`config.mk`:
```
export PLATFORM = sky130hd
export DESIGN_NAME = dmem_arbiter_flat
export DESIGN_NICKNAME = d
export VERILOG_FILES = /design/src/rtl/dmem_arbiter_if.sv /design/src/rtl/dmem_arbiter.sv /design/src/flat_wrapper.sv
export SDC_FILE = /design/constraint.sdc
export NUM_CORES = 1
export LEC_CHECK = 0
export BUFFER_PORTS_ARGS = -buffer_cell sky130_fd_sc_hd__buf_2
export CORE_AREA = 2 2 115 117
export CTS_CLUSTER_DIAMETER = 100
export CTS_CLUSTER_SIZE = 25
export DETAILED_ROUTE_END_ITERATION = 6
export DIE_AREA = 0 0 117 119
export SYNTH_ARGS = -nofsm -noshare
export SYNTH_HDL_FRONTEND = slang
export SYNTH_SLANG_ARGS = --single-unit
```
`constraint.sdc`:
```
create_clock -name clock -period 5.5 [get_ports clock]
set_clock_uncertainty 0.1 [all_clocks]
set_input_delay 1.1 -clock clock [delete_from_list [all_inputs] [get_ports clock]]
set_output_delay 1.1 -clock clock [all_outputs]
set_load 0.05 [all_outputs]
```
`src/rtl/dmem_arbiter_if.sv`:
```
// Bus bundle between the core/loader requesters, the data-memory arbiter and the data memory.
// The arbiter connects through the slave modport; the master modport is the requester/memory side.
interface dmem_arbiter_if #(
  parameter int ADDR_W = 32,
  parameter int DATA_W = 32
);
  logic              c_req;
  logic              c_we;
  logic [ADDR_W-1:0] c_addr;
  logic [DATA_W-1:0] c_wdata;
  logic              c_gnt;
  logic              c_stall;
  logic [DATA_W-1:0] c_rdata;

  logic              l_req;
  logic              l_we;
  logic              l_lock;
  logic [ADDR_W-1:0] l_addr;
  logic [DATA_W-1:0] l_wdata;
  logic              l_gnt;
  logic [DATA_W-1:0] l_rdata;

  logic              mem_wr_en;
  logic [ADDR_W-1:0] mem_addr;
  logic [DATA_W-1:0] mem_write_data;
  logic [DATA_W-1:0] mem_read_data;

  modport slave (
    input  c_req, c_we, c_addr, c_wdata,
    output c_gnt, c_stall, c_rdata,
    input  l_req, l_we, l_lock, l_addr, l_wdata,
    output l_gnt, l_rdata,
    output mem_wr_en, mem_addr, mem_write_data,
    input  mem_read_data
  );

  modport master (
    output c_req, c_we, c_addr, c_wdata,
    input  c_gnt, c_stall, c_rdata,
    output l_req, l_we, l_lock, l_addr, l_wdata,
    input  l_gnt, l_rdata,
    input  mem_wr_en, mem_addr, mem_write_data,
    output mem_read_data
  );
endinterface

```
`src/rtl/dmem_arbiter.sv`:
```
// Zero-latency arbiter sharing the single-port data memory between the core and the loader/DMA port.
// Define DMEM_ARB_FAIRNESS_EN to add the forced loader grant after STARVE_LIMIT denied cycles.
module dmem_arbiter #(
  parameter int ADDR_W       = 32,
  parameter int DATA_W       = 32,
  parameter int STARVE_LIMIT = 8,
  parameter int LOCK_MAX     = 16
) (
  input  logic           clock,
  input  logic           rst,
  dmem_arbiter_if.slave  bus
);

  typedef enum logic [1:0] {IDLE, CORE_OWN, LOAD_OWN} owner_t;

  localparam logic [7:0] LOCK_MAX_C = 8'(LOCK_MAX);

  generate
    if (STARVE_LIMIT < 1 || STARVE_LIMIT > 255 || LOCK_MAX < 1 || LOCK_MAX > 255) begin : g_bad_params
      $error("dmem_arbiter: STARVE_LIMIT and LOCK_MAX must lie in 1..255");
    end
  endgenerate

  owner_t            owner;
  logic [7:0]        lock_cnt;
  logic              c_gnt;
  logic              l_gnt;
  logic              lock_hold;
  logic              mux_we;
  logic [ADDR_W-1:0] mux_addr;
  logic [DATA_W-1:0] mux_wdata;

`ifdef DMEM_ARB_FAIRNESS_EN
  localparam logic [7:0] STARVE_LIMIT_C = 8'(STARVE_LIMIT);
  logic [7:0] starve_cnt;
`endif

  assign lock_hold = (owner == LOAD_OWN) && bus.l_req && bus.l_lock && (lock_cnt < LOCK_MAX_C);

  // Priority chain: reset, lock hold, fairness force, core, loader.
  always_comb begin
    c_gnt = 1'b0;
    l_gnt = 1'b0;
    if (rst) begin
      c_gnt = 1'b0;
      l_gnt = 1'b0;
    end else if (lock_hold) begin
      l_gnt = 1'b1;
`ifdef DMEM_ARB_FAIRNESS_EN
    end else if (bus.l_req && (starve_cnt == STARVE_LIMIT_C)) begin
      l_gnt = 1'b1;
`endif
    end else if (bus.c_req) begin
      c_gnt = 1'b1;
    end else if (bus.l_req) begin
      l_gnt = 1'b1;
    end
  end

  always_comb begin
    mux_we    = 1'b0;
    mux_addr  = '0;
    mux_wdata = '0;
    if (c_gnt) begin
      mux_we    = bus.c_we;
      mux_addr  = bus.c_addr;
      mux_wdata = bus.c_wdata;
    end else if (l_gnt) begin
      mux_we    = bus.l_we;
      mux_addr  = bus.l_addr;
      mux_wdata = bus.l_wdata;
    end
  end

  assign bus.c_gnt          = c_gnt;
  assign bus.l_gnt          = l_gnt;
  assign bus.c_stall        = bus.c_req & ~c_gnt;
  assign bus.c_rdata        = bus.mem_read_data;
  assign bus.l_rdata        = bus.mem_read_data;
  assign bus.mem_wr_en      = mux_we;
  assign bus.mem_addr       = mux_addr;
  assign bus.mem_write_data = mux_wdata;

  // lock_cnt counts the current loader burst length including this cycle; 0 means no burst.
  always_ff @(posedge clock) begin
    if (rst) begin
      owner    <= IDLE;
      lock_cnt <= 8'd0;
`ifdef DMEM_ARB_FAIRNESS_EN
      starve_cnt <= 8'd0;
`endif
    end else begin
      if (l_gnt) begin
        owner <= LOAD_OWN;
      end else if (c_gnt) begin
        owner <= CORE_OWN;
      end else begin
        owner <= IDLE;
      end

      if (!l_gnt) begin
        lock_cnt <= 8'd0;
      end else if (owner != LOAD_OWN) begin
        lock_cnt <= 8'd1;
      end else if (lock_cnt < LOCK_MAX_C) begin
        lock_cnt <= lock_cnt + 8'd1;
      end

`ifdef DMEM_ARB_FAIRNESS_EN
      if (bus.l_req && !l_gnt) begin
        if (starve_cnt < STARVE_LIMIT_C) begin
          starve_cnt <= starve_cnt + 8'd1;
        end
      end else begin
        starve_cnt <= 8'd0;
      end
`endif
    end
  end

endmodule

```
`src/flat_wrapper.sv`:
```
// flat-port wrapper written by rule: the top's interface ports become plain ports
module dmem_arbiter_flat 
#(
  parameter int ADDR_W       = 32,
  parameter int DATA_W       = 32,
  parameter int STARVE_LIMIT = 8,
  parameter int LOCK_MAX     = 16
)
  (clock, rst, bus_c_req, bus_c_we, bus_c_addr, bus_c_wdata, bus_c_gnt, bus_c_stall, bus_c_rdata, bus_l_req, bus_l_we, bus_l_lock, bus_l_addr, bus_l_wdata, bus_l_gnt, bus_l_rdata, bus_mem_wr_en, bus_mem_addr, bus_mem_write_data, bus_mem_read_data);
  dmem_arbiter_if #(.ADDR_W(ADDR_W), .DATA_W(DATA_W)) bus_i ();
  input  logic clock;
  input  logic rst;
  input wire logic [$bits(bus_i.c_req)-1:0] bus_c_req;
  input wire logic [$bits(bus_i.c_we)-1:0] bus_c_we;
  input wire logic [$bits(bus_i.c_addr)-1:0] bus_c_addr;
  input wire logic [$bits(bus_i.c_wdata)-1:0] bus_c_wdata;
  output wire logic [$bits(bus_i.c_gnt)-1:0] bus_c_gnt;
  output wire logic [$bits(bus_i.c_stall)-1:0] bus_c_stall;
  output wire logic [$bits(bus_i.c_rdata)-1:0] bus_c_rdata;
  input wire logic [$bits(bus_i.l_req)-1:0] bus_l_req;
  input wire logic [$bits(bus_i.l_we)-1:0] bus_l_we;
  input wire logic [$bits(bus_i.l_lock)-1:0] bus_l_lock;
  input wire logic [$bits(bus_i.l_addr)-1:0] bus_l_addr;
  input wire logic [$bits(bus_i.l_wdata)-1:0] bus_l_wdata;
  output wire logic [$bits(bus_i.l_gnt)-1:0] bus_l_gnt;
  output wire logic [$bits(bus_i.l_rdata)-1:0] bus_l_rdata;
  output wire logic [$bits(bus_i.mem_wr_en)-1:0] bus_mem_wr_en;
  output wire logic [$bits(bus_i.mem_addr)-1:0] bus_mem_addr;
  output wire logic [$bits(bus_i.mem_write_data)-1:0] bus_mem_write_data;
  input wire logic [$bits(bus_i.mem_read_data)-1:0] bus_mem_read_data;
  assign bus_i.c_req = bus_c_req;
  assign bus_i.c_we = bus_c_we;
  assign bus_i.c_addr = bus_c_addr;
  assign bus_i.c_wdata = bus_c_wdata;
  assign bus_c_gnt = bus_i.c_gnt;
  assign bus_c_stall = bus_i.c_stall;
  assign bus_c_rdata = bus_i.c_rdata;
  assign bus_i.l_req = bus_l_req;
  assign bus_i.l_we = bus_l_we;
  assign bus_i.l_lock = bus_l_lock;
  assign bus_i.l_addr = bus_l_addr;
  assign bus_i.l_wdata = bus_l_wdata;
  assign bus_l_gnt = bus_i.l_gnt;
  assign bus_l_rdata = bus_i.l_rdata;
  assign bus_mem_wr_en = bus_i.mem_wr_en;
  assign bus_mem_addr = bus_i.mem_addr;
  assign bus_mem_write_data = bus_i.mem_write_data;
  assign bus_i.mem_read_data = bus_mem_read_data;
  dmem_arbiter #(.ADDR_W(ADDR_W), .DATA_W(DATA_W), .STARVE_LIMIT(STARVE_LIMIT), .LOCK_MAX(LOCK_MAX)) u_core (.clock(clock), .rst(rst), .bus(bus_i));
endmodule
```
Word-level counts from Yosys, hierarchy flattened
Index checks and enable logic that the tools add are counted.
{"block": "op_classes", "reduce_logical": 7, "n_lt_le_gt_ge": 1, "bitwise": 3, "n_addsub": 1, "n_mux": 17, "eq_ne": 2}
{"operator": "2-to-1 mux 32 bit", "count": 4}
{"operator": "2-to-1 mux 1 bit", "count": 12}
{"operator": "adder 8 x 1 -> 8 bit (second input constant)", "count": 1}
{"operator": "< comparator 8 x 5 -> 1 bit (second input constant)", "count": 1}
{"operator": "OR reduction 2 bit", "count": 2}
{"operator": "logical AND 1 bit", "count": 3}
{"operator": "OR reduction 3 bit", "count": 1}
{"operator": "== test 2 bit (second input constant)", "count": 1}
{"operator": "2-to-1 mux 2 bit", "count": 1}
{"operator": "inequality test 2 bit (second input constant)", "count": 1}
{"operator": "inverter 1 bit", "count": 2}
{"operator": "nonzero test 2 bit", "count": 1}
{"operator": "bitwise AND 1 bit", "count": 1}
{"block": "totals", "reg_bits": 10, "output_inout_bits": 132, "input_bits": 167, "elab_cells": 35}

Logic depth before layout (Yosys ltp)
Gate-level depths: netlist (run 1).
{"block": "depth", "ltp_word": 8, "mapped_depth": 6, "depth_no_buf": 4}

Least setup slack after synthesis (run 1)
OpenSTA, ideal clock, no wires.
{"block": "synth_path", "kind": "input to output", "startpoint": "input bus_l_req", "endpoint": "output bus_mem_write_data[22]", "required_time_ps": 4300, "slack_ps": 1580, "n_path_buf": 1, "path_stages": 4, "t_arrival_ps": 2720, "path_cell_list": "and4b_1 -> a21oi_1 -> clkbuf_1 -> a32o_1"}
{"block": "synth_between", "elab_cells_between_ends": 11, "cone_classes": "mux: 8; reduce/logical: 3"}
{"element": "start: declaration", "line": "flat_wrapper.sv:20", "source": "input wire logic [$bits(bus_i.l_req)-1:0] bus_l_req;"}
{"element": "logical AND 1 bit (3 in series)", "line": "dmem_arbiter.sv:38", "source": "assign lock_hold = (owner == LOAD_OWN) && bus.l_req && bus.l_lock && (lock_cnt < LOCK_MAX_C);"}
{"element": "2-to-1 mux 1 bit", "line": "dmem_arbiter.sv:47", "source": "end else if (lock_hold) begin"}
{"element": "2-to-1 mux 1 bit", "line": "dmem_arbiter.sv:44", "source": "if (rst) begin"}
{"element": "net bus_c_gnt", "line": "flat_wrapper.sv:17", "source": "output wire logic [$bits(bus_i.c_gnt)-1:0] bus_c_gnt;"}
{"element": "2-to-1 mux 32 bit", "line": "dmem_arbiter.sv:64", "source": "if (c_gnt) begin"}
{"element": "end: declaration", "line": "flat_wrapper.sv:29", "source": "output wire logic [$bits(bus_i.mem_write_data)-1:0] bus_mem_write_data;"}
The timed path passes the listed nets, and every way through them passes these cells.

Final worst setup path (run 1)
{"block": "layout_path", "startpoint": "input bus_l_req", "endpoint": "output bus_mem_write_data[4]"}
{"block": "layout_between", "elab_chain_len": 7, "elab_cells_between_ends": 11, "cone_classes": "mux: 8; reduce/logical: 3"}
{"element": "logical AND 1 bit (3 in series)", "line": "dmem_arbiter.sv:38"}
{"element": "2-to-1 mux 1 bit", "line": "dmem_arbiter.sv:47"}
{"element": "2-to-1 mux 1 bit", "line": "dmem_arbiter.sv:44"}
{"element": "2-to-1 mux 32 bit", "line": "dmem_arbiter.sv:68", "source": "end else if (l_gnt) begin"}
{"element": "2-to-1 mux 32 bit *", "line": "dmem_arbiter.sv:64"}
Mark *: on every way between the ends. The rest lies on a longest branch, timed or not.

==> results of run 1 <==
==> critical path: stages <==
cell and delay [ns]:
buf_2 0.11, and4b_1 0.23, a21oi_4 0.67, buf_12 0.29, a32o_1 0.17, buf_2 0.27
==> area by class of cell <==
type	instances	area (um^2)
Clock buffer	4	88.8
Timing Repair Buffer	206	1050
Multi-Input combinational cell	96	898
Inverter	2	7.51
Tap cell	176	220
Sequential cell	10	200
Fill cell	1461	10400
==> per-stage QoR <==
| stage | setup slack (ns) | total power [mW] | cells |
|---|---|---|---|
| 6_report | 1.44 | 0.476 | 494 |
| 5_1_grt | 1.31 | 0.496 | 494 |
| 4_1_cts | 1.41 | 0.479 | 494 |
| 3_5_place_dp | 1.41 | 0.335 | 490 |
| 3_3_place_gp | 1.44 | 0.336 | 490 |
| 2_1_floorplan | 1.58 | 0.371 | 195 |
==> layer usage <==
metal  vias to the layer above  share of wire [%]  routed length [um]  global-route usage [%]
li1                        975                  -                   -                       -
met1                       966                 43                3100                    12.1
met2                       145                 46                3350                    15.6
met3                        22                9.1                 663                   0.916
met4                         0                2.5                 180                    3.53
met5                         -                  0                   0                       0
==> worst min path at each step <==
| stage | startpoint | end | slack, ns | cells past startpoint |
|---|---|---|---|---|
| after global routing | u_core.lock_cnt[6] | u_core.lock_cnt[6] | 0.41 | 1 |
| after detailed placement | u_core.lock_cnt[6] | u_core.lock_cnt[6] | 0.38 | 1 |
| after CTS | u_core.lock_cnt[6] | u_core.lock_cnt[6] | 0.39 | 1 |
| final | u_core.lock_cnt[6] | u_core.lock_cnt[6] | 0.38 | 1 |
| after floorplan | u_core.lock_cnt[6] | u_core.lock_cnt[6] | 0.36 | 1 |
| after global placement | u_core.lock_cnt[6] | u_core.lock_cnt[6] | 0.37 | 1 |
==> Yosys cell counts (all sizes together) <==
cell     n  area, um^2
o21ai    3        18.8
clkbuf  14        52.6
nand2b   1        6.26
inv      2        7.51
and4b    1        10.0
nor2b    2        12.5
a21oi    2        10.0
a41oi    1        8.76
ha       1        12.5
nor3     2        10.0
a21boi   1        7.51
nand3b   2        15.0
or3      2        12.5
a211oi   2        15.0
mux2i    1        10.0
nand3    1        5.00
a32o    65         651
and2     2        12.5
xnor2    1        8.76
o311a    1        10.0
buf     73         544
dfxtp   10         200
or4      1        7.51
nor3b    3        22.5
nor4     1        6.26
==> power by group through the flow <==
stage	clock, mW	sequential, mW	combinational [mW]
final	0.144	0.0748	0.257
after global routing	0.149	0.0749	0.273
after CTS	0.145	0.0748	0.259
after detailed placement	0	0.0761	0.258
after global placement	0	0.0761	0.260
after floorplan	0	0.0758	0.295
==> cells by family after synthesis <==
| kind of cell | synth area share (%) |
|---|---|
| DFF | 11.9 |
| xor gates and xnor gates | 0.522 |
| muxes | 0.597 |
| AOI/OAI and AO/OA | 43.0 |
| and+or+nand+nor | 7.16 |
| buffers and inverters | 36.0 |
| adders and majority gates | 0.746 |
==> registers in the layout, summed over array words and instances (netlist names) <==
signal / flops
u_core.owner: 2
u_core.lock_cnt: 8
==> impl_metrics.env, run 1 <==
export IMPL_status="finished, final reports clean"
export IMPL_slew_headroom_pct=41.2
export IMPL_clock_sinks=10
export IMPL_antenna_cells=0
export IMPL_route_detailed_vias_per_inst=4.27
export IMPL_switching_share_pct=44.3
export IMPL_cp_max_fo=38
export IMPL_ys_ff_latch=10
export IMPL_fin_setup_tns_ns=0
export IMPL_synth_warnings=0
export IMPL_core_area_um2=12900
export IMPL_syn_nets=363
export IMPL_synth_seq_area_share_pct=11.9
export IMPL_grt_usage_pct=9.27
export IMPL_drt_wl_total_um=7300
export IMPL_final_area_um2=2470
export IMPL_cts_repair_resized=0
export IMPL_p_leak_nw=1.22
export IMPL_die_w_um=117
export IMPL_reg2reg_slack_ns=3.60
export IMPL_dieArea_um2=13900
export IMPL_start_util_pct=13.0
export IMPL_ant_nets=0
export IMPL_grt_start_max_net_pins=70
export IMPL_max_cap_violations=0
export IMPL_power_density_nw_per_um2=193
export IMPL_report_final_hold_viol_count=0
export IMPL_wl_per_cell_um=14.8
export IMPL_cts_tree="done"
export IMPL_finalSetupViolations=0
export IMPL_rows=42
export IMPL_grt_antenna_before_repair=0
export IMPL_cp_start_kind="input pin"
export IMPL_numCtsBuffers=3
export IMPL_root_buffer="clkbuf_16"
export IMPL_p_clk_share_pct=30.3
export IMPL_clock_latency_ns=0.23
export IMPL_hold_buffers=0
export IMPL_crit_end="bus_mem_write_data[4]"
export IMPL_post_dp_cell_area_um2=2380
export IMPL_drv_slew=0
export IMPL_rr_worst_depth=4
export IMPL_cp_arrival_ns=2.86
export IMPL_die_y_um=119
export IMPL_gp_congestion=0.730
export IMPL_cts_setup_buffers=0
export IMPL_grt_pass1_wl_um=9900
export IMPL_drt_first_pass_iters=4
export IMPL_pwr_share_comb_pct=54.0
export IMPL_intPower_mw=0.265
export IMPL_h_tree_depth=1
export IMPL_clk_pin_slew_ns=0.04
export IMPL_synth_area_per_cell_um2=8.60
export IMPL_portBuffers=202
export IMPL_grt_pass1_vias=1884
export IMPL_crit_type="in2out"
export IMPL_ir_drop_uv=44.1
export IMPL_finalNetCount=487
export IMPL_worstPathRequired_ns=4.30
export IMPL_period_share_pct=73.9
export IMPL_area_growth_pct=47.2
export IMPL_rsz0062_at_grt="false"
export IMPL_drtIter0Drc=71
export IMPL_layout_drive_gt1_share_pct=67.0
export IMPL_netlist_instances=195
export IMPL_seq_power_share_pct=15.7
export IMPL_mostFrequentLayoutCells="buf_2 (202), a32o_1 (65), dfxtp_1 (10)"
export IMPL_max_slew_worst_pin_slew_ns=0.874
export IMPL_p_switching_mw=0.211
export IMPL_worstReg2RegEnd="u_core.lock_cnt[0]"
export IMPL_syn_cell_area_um2=1680
export IMPL_synth_cell_types=28
export IMPL_worstSetupEndpointType="primary output"
export IMPL_fmaxAchievable_mhz=246
export IMPL_mostFrequentLayoutCell="buf_2"
export IMPL_routed_via_count=2108
export IMPL_dpl_hpwl_um=5920
export IMPL_timing_rr_start="u_core.lock_cnt[7]"
export IMPL_io_pins=299
export IMPL_grt_ovfl_total=0
export IMPL_timing_hold_ws_ns=0.384
export IMPL_period_minus_slack_ns=4.06
export IMPL_clockBufferDepth=2
export IMPL_fin_util_pct=19.2
export IMPL_holdCritPathClass="reg2reg"
export IMPL_startpoint="bus_l_req"
export IMPL_drc_errors=0
No activity file was read; power rests on OpenSTA's default activity.
==> run 2: changes to the inputs <==
--- a/config.mk
+++ b/config.mk
@@ -5,12 +5,13 @@
 export SDC_FILE = /design/constraint.sdc
 export NUM_CORES = 1
 export LEC_CHECK = 0
+export ABC_AREA = 1
 export BUFFER_PORTS_ARGS = -buffer_cell sky130_fd_sc_hd__buf_2
-export CORE_AREA = 2 2 115 117
+export CORE_AREA = 2 2 116 118
 export CTS_CLUSTER_DIAMETER = 100
 export CTS_CLUSTER_SIZE = 25
 export DETAILED_ROUTE_END_ITERATION = 6
-export DIE_AREA = 0 0 117 119
+export DIE_AREA = 0 0 118 120
 export SYNTH_ARGS = -nofsm -noshare
 export SYNTH_HDL_FRONTEND = slang
 export SYNTH_SLANG_ARGS = --single-unit
==> constraint.sdc (replaced) <==
create_clock -name clock -period 4.2 [get_ports clock]
set_clock_uncertainty 0.1 [all_clocks]
set_input_delay 0.84 -clock clock [delete_from_list [all_inputs] [get_ports clock]]
set_output_delay 0.84 -clock clock [all_outputs]
set_load 0.05 [all_outputs]
==> run 2 against run 1 <==
Compared with the run above: first-iteration DRC count increased by 27%; critical path type unchanged; total power increased by 32%; global-route usage increased by 0.27 points; via count increased by 28%; register-to-register slack got worse by 0.91 ns; synthesized cell count increased by 82%; sequential power increased by 30%; critical path depth unchanged; core utilization increased by 2.0 points.
==> impl_metrics.env, run 2 <==
export IMPL_status="finished, final reports clean"
export IMPL_die_y_um=120
export IMPL_syn_nets=522
export IMPL_area_growth_pct=38.0
export IMPL_cp_start_kind="input pin"
export IMPL_rows=42
export IMPL_layout_drive_gt1_share_pct=46.9
export IMPL_worstPathRequired_ns=3.26
export IMPL_clock_sinks=10
export IMPL_yosysTopAreaCell="nand3_1"
export IMPL_start_util_pct=15.4
export IMPL_period_minus_slack_ns=3.10
export IMPL_clk_pin_slew_ns=0.04
export IMPL_root_buffer="clkbuf_16"
export IMPL_netlist_instances=354
export IMPL_slew_headroom_pct=64.7
export IMPL_synth_enable_flop_cells=0
export IMPL_holdCritPathClass="reg2reg"
export IMPL_h_tree_depth=1
export IMPL_cts_repair_resized=0
export IMPL_max_slew_worst_pin_slew_ns=0.529
export IMPL_worstHoldEndpoint="u_core.lock_cnt[5]"
export IMPL_async_flop_share_pct=0
export IMPL_mostFrequentLayoutCells="buf_2 (202), nand3_1 (133), nand2_1 (79)"
export IMPL_grt_pass1_wl_um=11200
export IMPL_cp_max_fo=39
export IMPL_gp_congestion=0.741
export IMPL_die_w_um=118
export IMPL_grt_pass1_vias=2335
export IMPL_rr_worst_depth=8
export IMPL_max_cap_violations=0
export IMPL_grt_met2_usage_pct=15.2
export IMPL_ys_top_cells_by_count="nand3_1 (133), nand2_1 (79), buf_4 (65)"
export IMPL_routed_via_count=2700
export IMPL_syn_cell_area_um2=1990
export IMPL_drc_errors=0
export IMPL_report_final_hold_viol_count=0
export IMPL_wl_per_cell_um=11.3
export IMPL_nFillCells=1472
export IMPL_largest_reg_flops=8
export IMPL_drtIter0Drc=90
export IMPL_dieArea_um2=14200
export IMPL_grt_ovfl_total=0
export IMPL_reg2reg_slack_ns=2.69
export IMPL_cts_tree="done"
export IMPL_route_detailed_vias_per_inst=4.15
export IMPL_fmaxAchievable_mhz=323
export IMPL_dpl_hpwl_um=6030
export IMPL_synth_area_leaders="nand3_1 (33%), buf_4 (24%), nand2_1 (15%), dfxtp_1 (10%), buf_2 (3.3%)"
export IMPL_core_area_um2=13000
export IMPL_io_pins=299
export IMPL_drv_slew=0
export IMPL_worstSetupEndpointType="primary output"
export IMPL_grt_met3_usage_pct=3.61
export IMPL_period_share_pct=73.8
export IMPL_antenna_cells=0
export IMPL_mostFrequentLayoutCell="buf_2"
export IMPL_ys_flop_type="dfxtp_1"
export IMPL_timing_hold_ws_ns=0.340
export IMPL_synth_area_per_cell_um2=5.63
export IMPL_finalNetCount=644
export IMPL_portBuffers=202
export IMPL_top_regs="u_core.lock_cnt (8), u_core.owner (2)"
export IMPL_startpoint="rst"
export IMPL_synth_top_area_share_pct=33.4
export IMPL_hold_buffers=0
export IMPL_numCtsBuffers=3
export IMPL_power_density_nw_per_um2=228
export IMPL_rsz0062_at_grt="false"
export IMPL_crit_type="in2out"
export IMPL_regMostFlops="u_core.lock_cnt"
export IMPL_clock_latency_ns=0.24
export IMPL_hold_path_depth=2
export IMPL_final_cells=651
export IMPL_synth_cell_types=19
export IMPL_fin_setup_tns_ns=0
export IMPL_ys_ff_latch=10
export IMPL_grt_busiest_layer="met2"
export IMPL_worstReg2RegEnd="u_core.lock_cnt[0]"
export IMPL_timing_rr_start="u_core.lock_cnt[4]"
export IMPL_synth_warnings=0
export IMPL_ant_nets=0
export IMPL_synth_seq_area_share_pct=10.0
export IMPL_ir_drop_uv=99.5
export IMPL_drt_first_pass_iters=4
export IMPL_cts_setup_buffers=0
export IMPL_finalSetupViolations=0
export IMPL_dp_cells=647
export IMPL_drt_wl_total_um=7350
export IMPL_grt_antenna_before_repair=0
export IMPL_grt_usage_pct=9.55
export IMPL_cp_arrival_ns=2.16
export IMPL_p_leak_nw=1.71
export IMPL_grt_start_max_net_pins=40
export IMPL_clockBufferDepth=2
export IMPL_grt_util_met1_pct=11.7
export IMPL_hp_start="u_core.lock_cnt[5]"
export IMPL_yosysMostFrequentCell="nand3_1"
-- run 2: metal layers --
layer,wire length (um),part of all wire [%]
met1,2960,40
met2,3330,45
met3,862,12
met4,191,2.6
met5,0,0
-- run 2: worst max path at each step --
stage	endpoint	cells past startpoint
2_1_floorplan	bus_c_stall	7
3_3_place_gp	bus_mem_write_data[31]	6
3_5_place_dp	bus_mem_write_data[31]	6
4_1_cts	bus_mem_write_data[31]	6
5_1_grt	bus_c_gnt	8
6_report	bus_mem_write_data[31]	6
-- run 2: cell families (layout without fill, tap and decap cells) --
family / Yosys count / count (layout) / share of synthesized area [%]
AO/OA/AOI/OAI: 3 / 3 / 0.878
adder cells (fa/ha/maj): 1 / 1 / 0.627
buffers and inverters: 105 / 226 / 34.3
flip-flops: 10 / 10 / 10.0
AND/OR/NAND/NOR: 235 / 235 / 54.1
-- run 2: cell type report --
type / instances / area (um^2) / share of cell area [%]
multi-input cells: 239 / 1120 / 40.6
repair buffers: 209 / 1080 / 39.1
well taps: 176 / 220 / 8.00
inverters: 13 / 48.8 / 1.77
clock buffers: 4 / 88.8 / 3.23
flip-flops and latches: 10 / 200 / 7.28
-- run 2: through the flow --
step / cell area (um^2) / setup WS [ns] / util, % / power [mW]
floorplan: 1990 / 0.877 / - / 0.491
global placement: 2660 / 1.11 / 20.5 / 0.441
detailed placement: 2660 / 1.11 / 20.5 / 0.439
CTS: 2750 / 1.11 / 21.2 / 0.632
global route: 2750 / 0.955 / 21.2 / 0.658
finish: 2750 / 1.10 / 21.2 / 0.628
-- run 2: worst max-delay path: stages --
cell and delay, ns:
buf_2 0.13, inv_2 0.40, buf_12 0.27, nand3_1 0.11, nand2_1 0.10, buf_2 0.27
-- run 2: where the power goes --
part / internal [mW] / switching [mW]
logic: 0.0995 / 0.240
registers: 0.0968 / 0.000642
clock network: 0.143 / 0.0469
total: 0.340 / 0.288
==> run 3: changes to the inputs <==
==> constraint.sdc (replaced) <==
create_clock -name clock -period 2.5 [get_ports clock]
set_clock_uncertainty 0.1 [all_clocks]
set_input_delay 0.5 -clock clock [delete_from_list [all_inputs] [get_ports clock]]
set_output_delay 0.5 -clock clock [all_outputs]
set_load 0.05 [all_outputs]
==> run 3 against run 2 <==
Compared with the run above: sequential share of layout area decreased by 0.19 points; largest power group unchanged; worst setup slack got worse by 0.98 ns; critical path depth increased by 3; clock-buffer cell count unchanged; critical path type is now reg2out; wire length decreased by 0.88%; die area unchanged; clock power increased by 67%; hold slack improved by 0.0037 ns.
==> impl_metrics.env, run 3 (synthesis gave the netlist of run 2 again) <==
export IMPL_pwr_share_comb_pct=55.0
export IMPL_holdCritPathClass="reg2reg"
export IMPL_drtIter0Drc=92
export IMPL_finalSetupViolations=0
export IMPL_grt_pass1_vias=2282
export IMPL_die_y_um=120
export IMPL_ir_drop_uv=179
export IMPL_cp_arrival_ns=1.78
export IMPL_status="finished, final reports clean"
export IMPL_crit_chain="inv_2 -> nand2_2 -> nor2_4 -> nand2_2 -> nand2_4 -> buf_12 -> nand3_1 -> nand2_1 -> buf_2"
export IMPL_mostFrequentLayoutCells="buf_2 (200), nand3_1 (133), nand2_1 (79)"
export IMPL_grt_usage_pct=9.37
export IMPL_clk_pin_slew_ns=0.04
export IMPL_seq_area_um2=200
export IMPL_die_w_um=118
export IMPL_rsz0062_at_grt="false"
export IMPL_route_detailed_vias_per_inst=4.08
export IMPL_power_density_nw_per_um2=378
export IMPL_top_regs="u_core.lock_cnt (8), u_core.owner (2)"
export IMPL_area_growth_pct=41.6
export IMPL_crit_type="reg2out"
export IMPL_cp_slowest_stage_delay_ns=0.30
export IMPL_multiInputGateArea_um2=1120
export IMPL_core_area_um2=13000
export IMPL_max_slew_worst_pin_slew_ns=0.311
export IMPL_hold_buffers=0
export IMPL_regMostFlops="u_core.lock_cnt"
export IMPL_drc_errors=0
export IMPL_cpMaxStageDelayCell="dfxtp_1"
export IMPL_fin_util_pct=21.8
export IMPL_clock_sinks=10
export IMPL_wl_per_cell_um=11.2
export IMPL_final_area_um2=2820
export IMPL_final_cells=649
export IMPL_root_buffer="clkbuf_16"
export IMPL_dieArea_um2=14200
export IMPL_drt_first_pass_iters=4
export IMPL_finalPower_mw=1.07
export IMPL_crit_top_cell="nand2_2"
export IMPL_max_cap_violations=0
export IMPL_nFillCells=1526
export IMPL_routed_via_count=2649
export IMPL_largest_reg_flops=8
export IMPL_h_tree_depth=1
export IMPL_seq_power_share_pct=15.3
export IMPL_timing_hold_ws_ns=0.343
export IMPL_numCtsBuffers=3
export IMPL_portBuffers=202
export IMPL_grt_start_max_net_pins=68
export IMPL_post_dp_cell_area_um2=2730
export IMPL_period_share_pct=95.3
export IMPL_worstPathRequired_ns=1.90
export IMPL_grt_pass1_wl_um=11200
export IMPL_cts_tree="done"
export IMPL_drt_wl_total_um=7280
export IMPL_intPower_mw=0.584
export IMPL_cp_start_kind="register"
export IMPL_io_pins=299
export IMPL_clock_latency_ns=0.24
export IMPL_layout_drive_gt1_share_pct=46.9
export IMPL_finalNetCount=642
export IMPL_clockBufferDepth=2
export IMPL_fmaxAchievable_mhz=420
export IMPL_dp_cells=645
export IMPL_p_switching_mw=0.483
export IMPL_mostFrequentLayoutCell="buf_2"
export IMPL_fin_setup_tns_ns=0
export IMPL_drv_slew=0
export IMPL_antenna_cells=0
export IMPL_p_leak_nw=1.73
export IMPL_worst_slack_ns=0.118
export IMPL_switching_share_pct=45.3
export IMPL_grt_antenna_before_repair=0
export IMPL_pre_cts_ws_ns=0.176
export IMPL_rows=42
export IMPL_slew_headroom_pct=79.3
export IMPL_dpl_hpwl_um=5570
export IMPL_p_clk_share_pct=29.7
export IMPL_gp_congestion=0.712
export IMPL_report_final_hold_viol_count=0
export IMPL_grt_ovfl_total=0
export IMPL_ant_nets=0
export IMPL_start_util_pct=15.4
export IMPL_worstSetupEndpointType="primary output"
export IMPL_cp_max_fo=32
export IMPL_period_minus_slack_ns=2.38
## run 3: changes by cell type in the layout (fill, tap and decap cells not counted)
cell,change
nand2_4,+1
buf_4,-6
nor2_1,-1
buf_12,+6
nor2_2,+1
buf_2,-2
nand2_2,-1
## run 3: power by group through the flow
stage	logic, mW	clock network [mW]	registers, mW
6_report	0.587	0.317	0.164
5_1_grt	0.627	0.331	0.164
4_1_cts	0.589	0.317	0.164
3_5_place_dp	0.587	0	0.166
3_3_place_gp	0.588	0	0.166
2_1_floorplan	0.659	0	0.166
## run 3: critical path, delay by kind of cell (launching register included)
kind                   cells  cell delay [ns]
flip-flops                 1             0.30
AND/OR/NAND/NOR            6             0.72
buffers and inverters      3             0.50
## run 3: path summary, 6_finish.rpt
kind,start,endpoint,slack [ns],cells past startpoint
worst max-delay path,u_core.lock_cnt[6],bus_mem_addr[0],0.12,9
worst min-delay path,u_core.lock_cnt[5],u_core.lock_cnt[5],0.34,2
worst max register to register,u_core.lock_cnt[6],u_core.lock_cnt[0],1.01,8
worst min register to register,u_core.lock_cnt[5],u_core.lock_cnt[5],0.34,2
## run 3: repair_timing
action,in CTS,in global routing
gates resized for setup,0,1
buffers inserted,0,0
setup endpoints to repair,0,59
## run 3: per-layer routing
metal  GRT usage, %  vias up  share of wire [%]
met2           14.9      170                 44
met1           12.0     1115                 42
met4           2.79        0                2.1
met3           3.23       25                 12
li1               -     1339                  -
met5              0        -                  0
## run 3: area by class of cell
class / count / area share, %
Inverter: 13 / 1.73
Clock buffer: 4 / 3.15
Tap cell: 176 / 7.80
Multi-Input combinational cell: 239 / 39.8
Sequential cell: 10 / 7.09
Timing Repair Buffer: 207 / 40.4
